===== config.mk =====
export PLATFORM = sky130hd
export DESIGN_NAME = i2s_frame_ctrl
export DESIGN_NICKNAME = d
export VERILOG_FILES = /design/src/rtl/i2s_pkg.sv /design/src/rtl/i2s_sclk_div.sv /design/src/rtl/i2s_frame_ctrl.sv
export SDC_FILE = /design/constraint.sdc
export NUM_CORES = 1
export LEC_CHECK = 0
export ABC_CLOCK_PERIOD_IN_PS = 2100
export CORE_MARGIN = 2
export CORE_UTILIZATION = 45
export CTS_BUF_LIST = sky130_fd_sc_hd__clkbuf_4
export DETAILED_ROUTE_END_ITERATION = 8
export MAX_ROUTING_LAYER = met4
export PLACE_DENSITY = 0.89
export SETUP_SLACK_MARGIN = 0.3
export SLEW_MARGIN = 20
export SYNTH_ARGS = -nofsm -noshare
export SYNTH_HDL_FRONTEND = slang
export SYNTH_SLANG_ARGS = --single-unit

===== constraint.sdc =====
create_clock -name Clk -period 2.1 [get_ports Clk]
set_clock_uncertainty 0.1 [all_clocks]
set_input_delay 0.42 -clock Clk [delete_from_list [all_inputs] [get_ports Clk]]
set_output_delay 0.42 -clock Clk [all_outputs]
set_load 0.01 [all_outputs]

===== src/rtl/i2s_pkg.sv =====
// Shared constants and types for the I2S frame controller.
// Frame is 64 SCLK: left slot then right slot, 32 bits each.
package i2s_pkg;

    localparam int WORD_BITS      = 32;
    localparam int FRAME_BITS     = 64;
    localparam int CNT_BITS       = $clog2(FRAME_BITS);
    localparam int LOAD_LEFT_IDX  = 63;
    localparam int LOAD_RIGHT_IDX = 31;

    typedef enum logic {
        SLOT_LEFT  = 1'b0,
        SLOT_RIGHT = 1'b1
    } i2s_slot_t;

endpackage


===== src/rtl/i2s_sclk_div.sv =====
// Divides Clk down to SCLK and flags the Clk cycle before each
// SCLK edge as a one-cycle rise or fall strobe.
module i2s_sclk_div #(
    parameter int CLK_DIV = 8
) (
    input  logic Clk,
    input  logic Reset,
    output logic SCLK,
    output logic rise,
    output logic fall
);

    logic [7:0] cnt;
    logic       wrap;

    assign wrap = (cnt == 8'(CLK_DIV - 1));
    assign rise = wrap && !SCLK && !Reset;
    assign fall = wrap && SCLK && !Reset;

    always_ff @(posedge Clk) begin
        if (Reset) begin
            cnt  <= '0;
            SCLK <= 1'b0;
        end else if (wrap) begin
            cnt  <= '0;
            SCLK <= ~SCLK;
        end else begin
            cnt  <= cnt + 8'd1;
        end
    end

endmodule


===== src/rtl/i2s_frame_ctrl.sv =====
// I2S frame controller: generates SCLK/LRCLK and feeds the
// parallel-load shifter one word per slot with an LD strobe.
module i2s_frame_ctrl
    import i2s_pkg::*;
#(
    parameter int CLK_DIV = 8
) (
    input  logic                 Clk,
    input  logic                 Reset,
    input  logic                 sample_valid,
    input  logic [WORD_BITS-1:0] sample_left,
    input  logic [WORD_BITS-1:0] sample_right,
    output logic                 sample_ready,
    output logic                 SCLK,
    output logic                 LRCLK,
    output logic                 LD,
    output logic [WORD_BITS-1:0] Dout,
    output logic                 underrun,
    input  logic                 underrun_clr
);

    logic                 rise;
    logic                 fall;
    logic [CNT_BITS-1:0]  bit_cnt;
    logic [WORD_BITS-1:0] rbuf;
    i2s_slot_t            slot;
    logic                 left_ld;
    logic                 right_ld;

    i2s_sclk_div #(
        .CLK_DIV (CLK_DIV)
    ) u_div (
        .Clk   (Clk),
        .Reset (Reset),
        .SCLK  (SCLK),
        .rise  (rise),
        .fall  (fall)
    );

    // Loads happen on the fall inside the last bit of the previous word,
    // so the shifter picks the word up one SCLK after the LRCLK edge.
    assign left_ld  = fall && (bit_cnt == CNT_BITS'(LOAD_LEFT_IDX));
    assign right_ld = fall && (bit_cnt == CNT_BITS'(LOAD_RIGHT_IDX));

    assign sample_ready = left_ld && sample_valid;
    assign LRCLK        = slot;

    always_ff @(posedge Clk) begin
        if (Reset) begin
            bit_cnt  <= CNT_BITS'(62);
            slot     <= SLOT_RIGHT;
            LD       <= 1'b0;
            Dout     <= '0;
            rbuf     <= '0;
            underrun <= 1'b0;
        end else begin
            if (rise) begin
                bit_cnt <= bit_cnt + 1'b1;
            end
            if (left_ld) begin
                slot <= SLOT_LEFT;
                LD   <= 1'b1;
                if (sample_valid) begin
                    Dout <= sample_left;
                    rbuf <= sample_right;
                end else begin
                    Dout <= '0;
                    rbuf <= '0;
                end
            end else if (right_ld) begin
                slot <= SLOT_RIGHT;
                LD   <= 1'b1;
                Dout <= rbuf;
            end else if (fall) begin
                LD   <= 1'b0;
            end
            // A new underrun wins over a simultaneous clear.
            if (left_ld && !sample_valid) begin
                underrun <= 1'b1;
            end else if (underrun_clr) begin
                underrun <= 1'b0;
            end
        end
    end

endmodule


==> run metrics, run 1 <==
Worst Setup EP Dout[22]; Post-DRT Antenna Nets 0; Slew @ Worst Pin 0.4705 ns; clk root buf clkbuf_4; largest cells by area after synthesis dfxtp_1 (44%), mux2_4 (11%), a22o_1 (7.5%); reg2reg end Dout[22]; I/O Buffers 104; wire per inst 15.81 um; Placement Setup Slack -0.02048 ns; Tot Pwr 2.991 mW; Async SR Flop Fraction 0; GRT Total Usage 0.2210; antenna diode count 0; Finished Cell Area 5255 sq um; H-Tree Depth 3; PwrDens 569.2 nW/um^2; synthesis-stage register bit count 82; number of flops mapped to enable cells by yosys 0; worst r2r src u_div.cnt[4]; Mapped Cells 383; Congestion Overflow GR 0; Synth top cells by count dfxtp_1 (82), nand3_1 (43), a21oi_1 (38), nor2b_1 (33); fin crit share 0.9931; worst reg-to-reg setup slack 0.01 ns; share of cells above drive strength 1 0.1940; Hold Path Class in2reg; CP Launch Type flop; GP Congestion 0.8699; via count 3307; Synth top area share 0.4392; most common cell in the synthesized netlist dfxtp_1; status finished clean; ys flop type dfxtp_1; critical path launch point u_div.cnt[4]; DPL Wire Length 6477 um; Synthesis Warnings 0; final setup fails 0; sequential cell area fraction in the yosys report 0.4392; number of global-route vias before repair 3211; f_max 479.5 MHz; Crit-path slowest cell or4_4; WL final 9566 um; Reg clk slew, reported paths 0.14 ns; Slew Viols, Final 0; full die area 9050 sq um; cell row count 33; setup TNS 0 ns; CP arrival 2.30 ns; Worst path max stage delay 0.47 ns; area grow syn2layout 40.61%; final hold violation count 0; Num CTS Buffers 9; Max IR drop VDD 0.4130 mV; cell area after synthesis 3737 sq um; CP endpoint kind flop; max_cap viols 0; final worst slack 0.01446 ns; first-pass GRT wire length 15100 um; kind of critical path reg2reg; worst-case reg-to-reg path depth 5; CTS max path bufs 2; clock sinks 82; initial antenna violation count 0; Syn Nets 453; Total Nets Final 565; cells along the critical path or3_4 -> buf_4 -> or4_4 -> buf_12 -> mux2_4; Unique masters post-synth 36; Initial Util 0.4595; die width 95.13 um; Starting DRT DRC Count 135; RSZ-0062 raised after global routing true; CTS tree done; worst-path maximum fanout 17; Syn Area/Cell 9.758 sq um; Final Instance Count excl. Fillers 605; Post-route DRC 0; IO Pins 105; Post-DP Area 5030 sq um; Yosys top cell by area dfxtp_1; CP required 2.32 ns; placed cell count 585; Avg Vias per Cell 5.466; drt pass-1 iters 5; largest net degree at the start of global routing 69; worst-skew pair later-pin latency 0.42 ns; Lkg Pwr 2.224 nW; Core ar. 8134 sq um; Relative slew margins 0.6843; number of fill cells in the layout 654; Die Height 95.13 um; minimum clock period 2.086 ns
-- cell type report --
cell class              instances  area [sq um]  area share
clock buffers                   9         67.56     0.01286
clock inverters                 7         116.4     0.02214
inverters                       5         18.77    0.003571
multi-input cells             264          2011      0.3826
flip-flops and latches         82          1654      0.3148
well taps                     105         131.4     0.02500
repair buffers                133          1256      0.2390
-- stage by stage --
stage	util	hold WS, ns
after global routing	0.6461	0.3248
after detailed placement	0.6184	0.3650
after CTS	0.6397	0.2965
final	0.6461	0.3155
after floorplan	-	0.3434
after global placement	0.6184	0.3619
-- cells by family (layout without fill, tap and decap cells) --
| logic type | Yosys count | in the layout | share of synthesized area |
|---|---|---|---|
| AO/OA/AOI/OAI | 84 | 84 | 0.1496 |
| XOR/XNOR | 3 | 3 | 0.007032 |
| adder cells (fa/ha/maj) | 2 | 2 | 0.006695 |
| buffers and inverters | 37 | 154 | 0.04553 |
| flip-flops | 82 | 82 | 0.4392 |
| multiplexers | 34 | 34 | 0.1289 |
| AND/OR/NAND/NOR | 141 | 141 | 0.2230 |
-- timing repair --
| action | CTS | global route |
|---|---|---|
| hold buffers | 0 | 0 |
| setup endpoints to repair | 106 | 69 |
| resized for setup | 49 | 8 |
| pin swaps | 3 | 5 |
| setup buffers | 1 | 2 |
| gates cloned | 1 | 0 |
-- how the worst min path moves through the flow --
stage                       startpoint            to  slack [ns]  depth (start not counted)
after floorplan           u_div.cnt[0]  u_div.cnt[0]        0.34                          1
after global placement        rbuf[22]      rbuf[22]        0.36                          1
after detailed placement       rbuf[8]       rbuf[8]        0.37                          1
after CTS                        Reset    bit_cnt[4]        0.30                          4
after global routing             Reset    bit_cnt[4]        0.32                          4
final                            Reset    bit_cnt[4]        0.32                          4
-- power by group --
group / switching, mW / total [mW] / internal (mW)
Clock: 0.559 / 1.16 / 0.604
Combinational: 0.103 / 0.261 / 0.158
Sequential: 0.00562 / 1.57 / 1.56
-- critical path, delay by kind of cell (launching register included) --
| family | cells | cell delay (ns) |
|---|---|---|
| simple gates | 2 | 0.87 |
| buf+inv | 2 | 0.37 |
| flops | 1 | 0.34 |
| mux | 1 | 0.30 |
-- cell usage in the layout, fill, tap and decap left out, types with 3 or more instances in the layout --
cell and instances:
o31ai_1 3, dfxtp_2 7, or3_1 4, o21ai_0 7, buf_4 22, a21oi_1 38
nand3_1 42, nor2_1 7, inv_1 5, buf_12 3, nand2b_1 32, mux2_2 5
nand4_1 3, clkdlybuf4s50_1 66, or4_4 3, buf_6 4, dlygate4sd2_1 36, and4_1 3
dfxtp_1 74, mux2_4 27, nand2_1 3, clkbuf_4 9, bufinv_16 3, nor2b_1 33
a22o_1 32
-- routing by layer --
metal	part of all wire	vias to the layer above	track usage
li1	-	1596	-
met1	0.42	1602	0.2509
met2	0.52	96	0.3820
met3	0.040	13	0.03715
met4	0.016	0	0.09783
met5	0	-	-
-- state kept, by name, summed over array words and instances, names as in the netlist --
| register | flops |
|---|---|
| Dout | 32 |
| LD | 1 |
| LRCLK | 1 |
| bit_cnt | 6 |
| rbuf | 32 |
| u_div.SCLK | 1 |
| u_div.cnt | 8 |
| underrun | 1 |
Power figures use the tool's default switching activity.
==> inputs of run 2 (changes only) <==
Settings changed: RECOVER_POWER from default to 25.
==> results of run 2 <==
The final DEF is identical to that of run 1; final timing and power are the same.
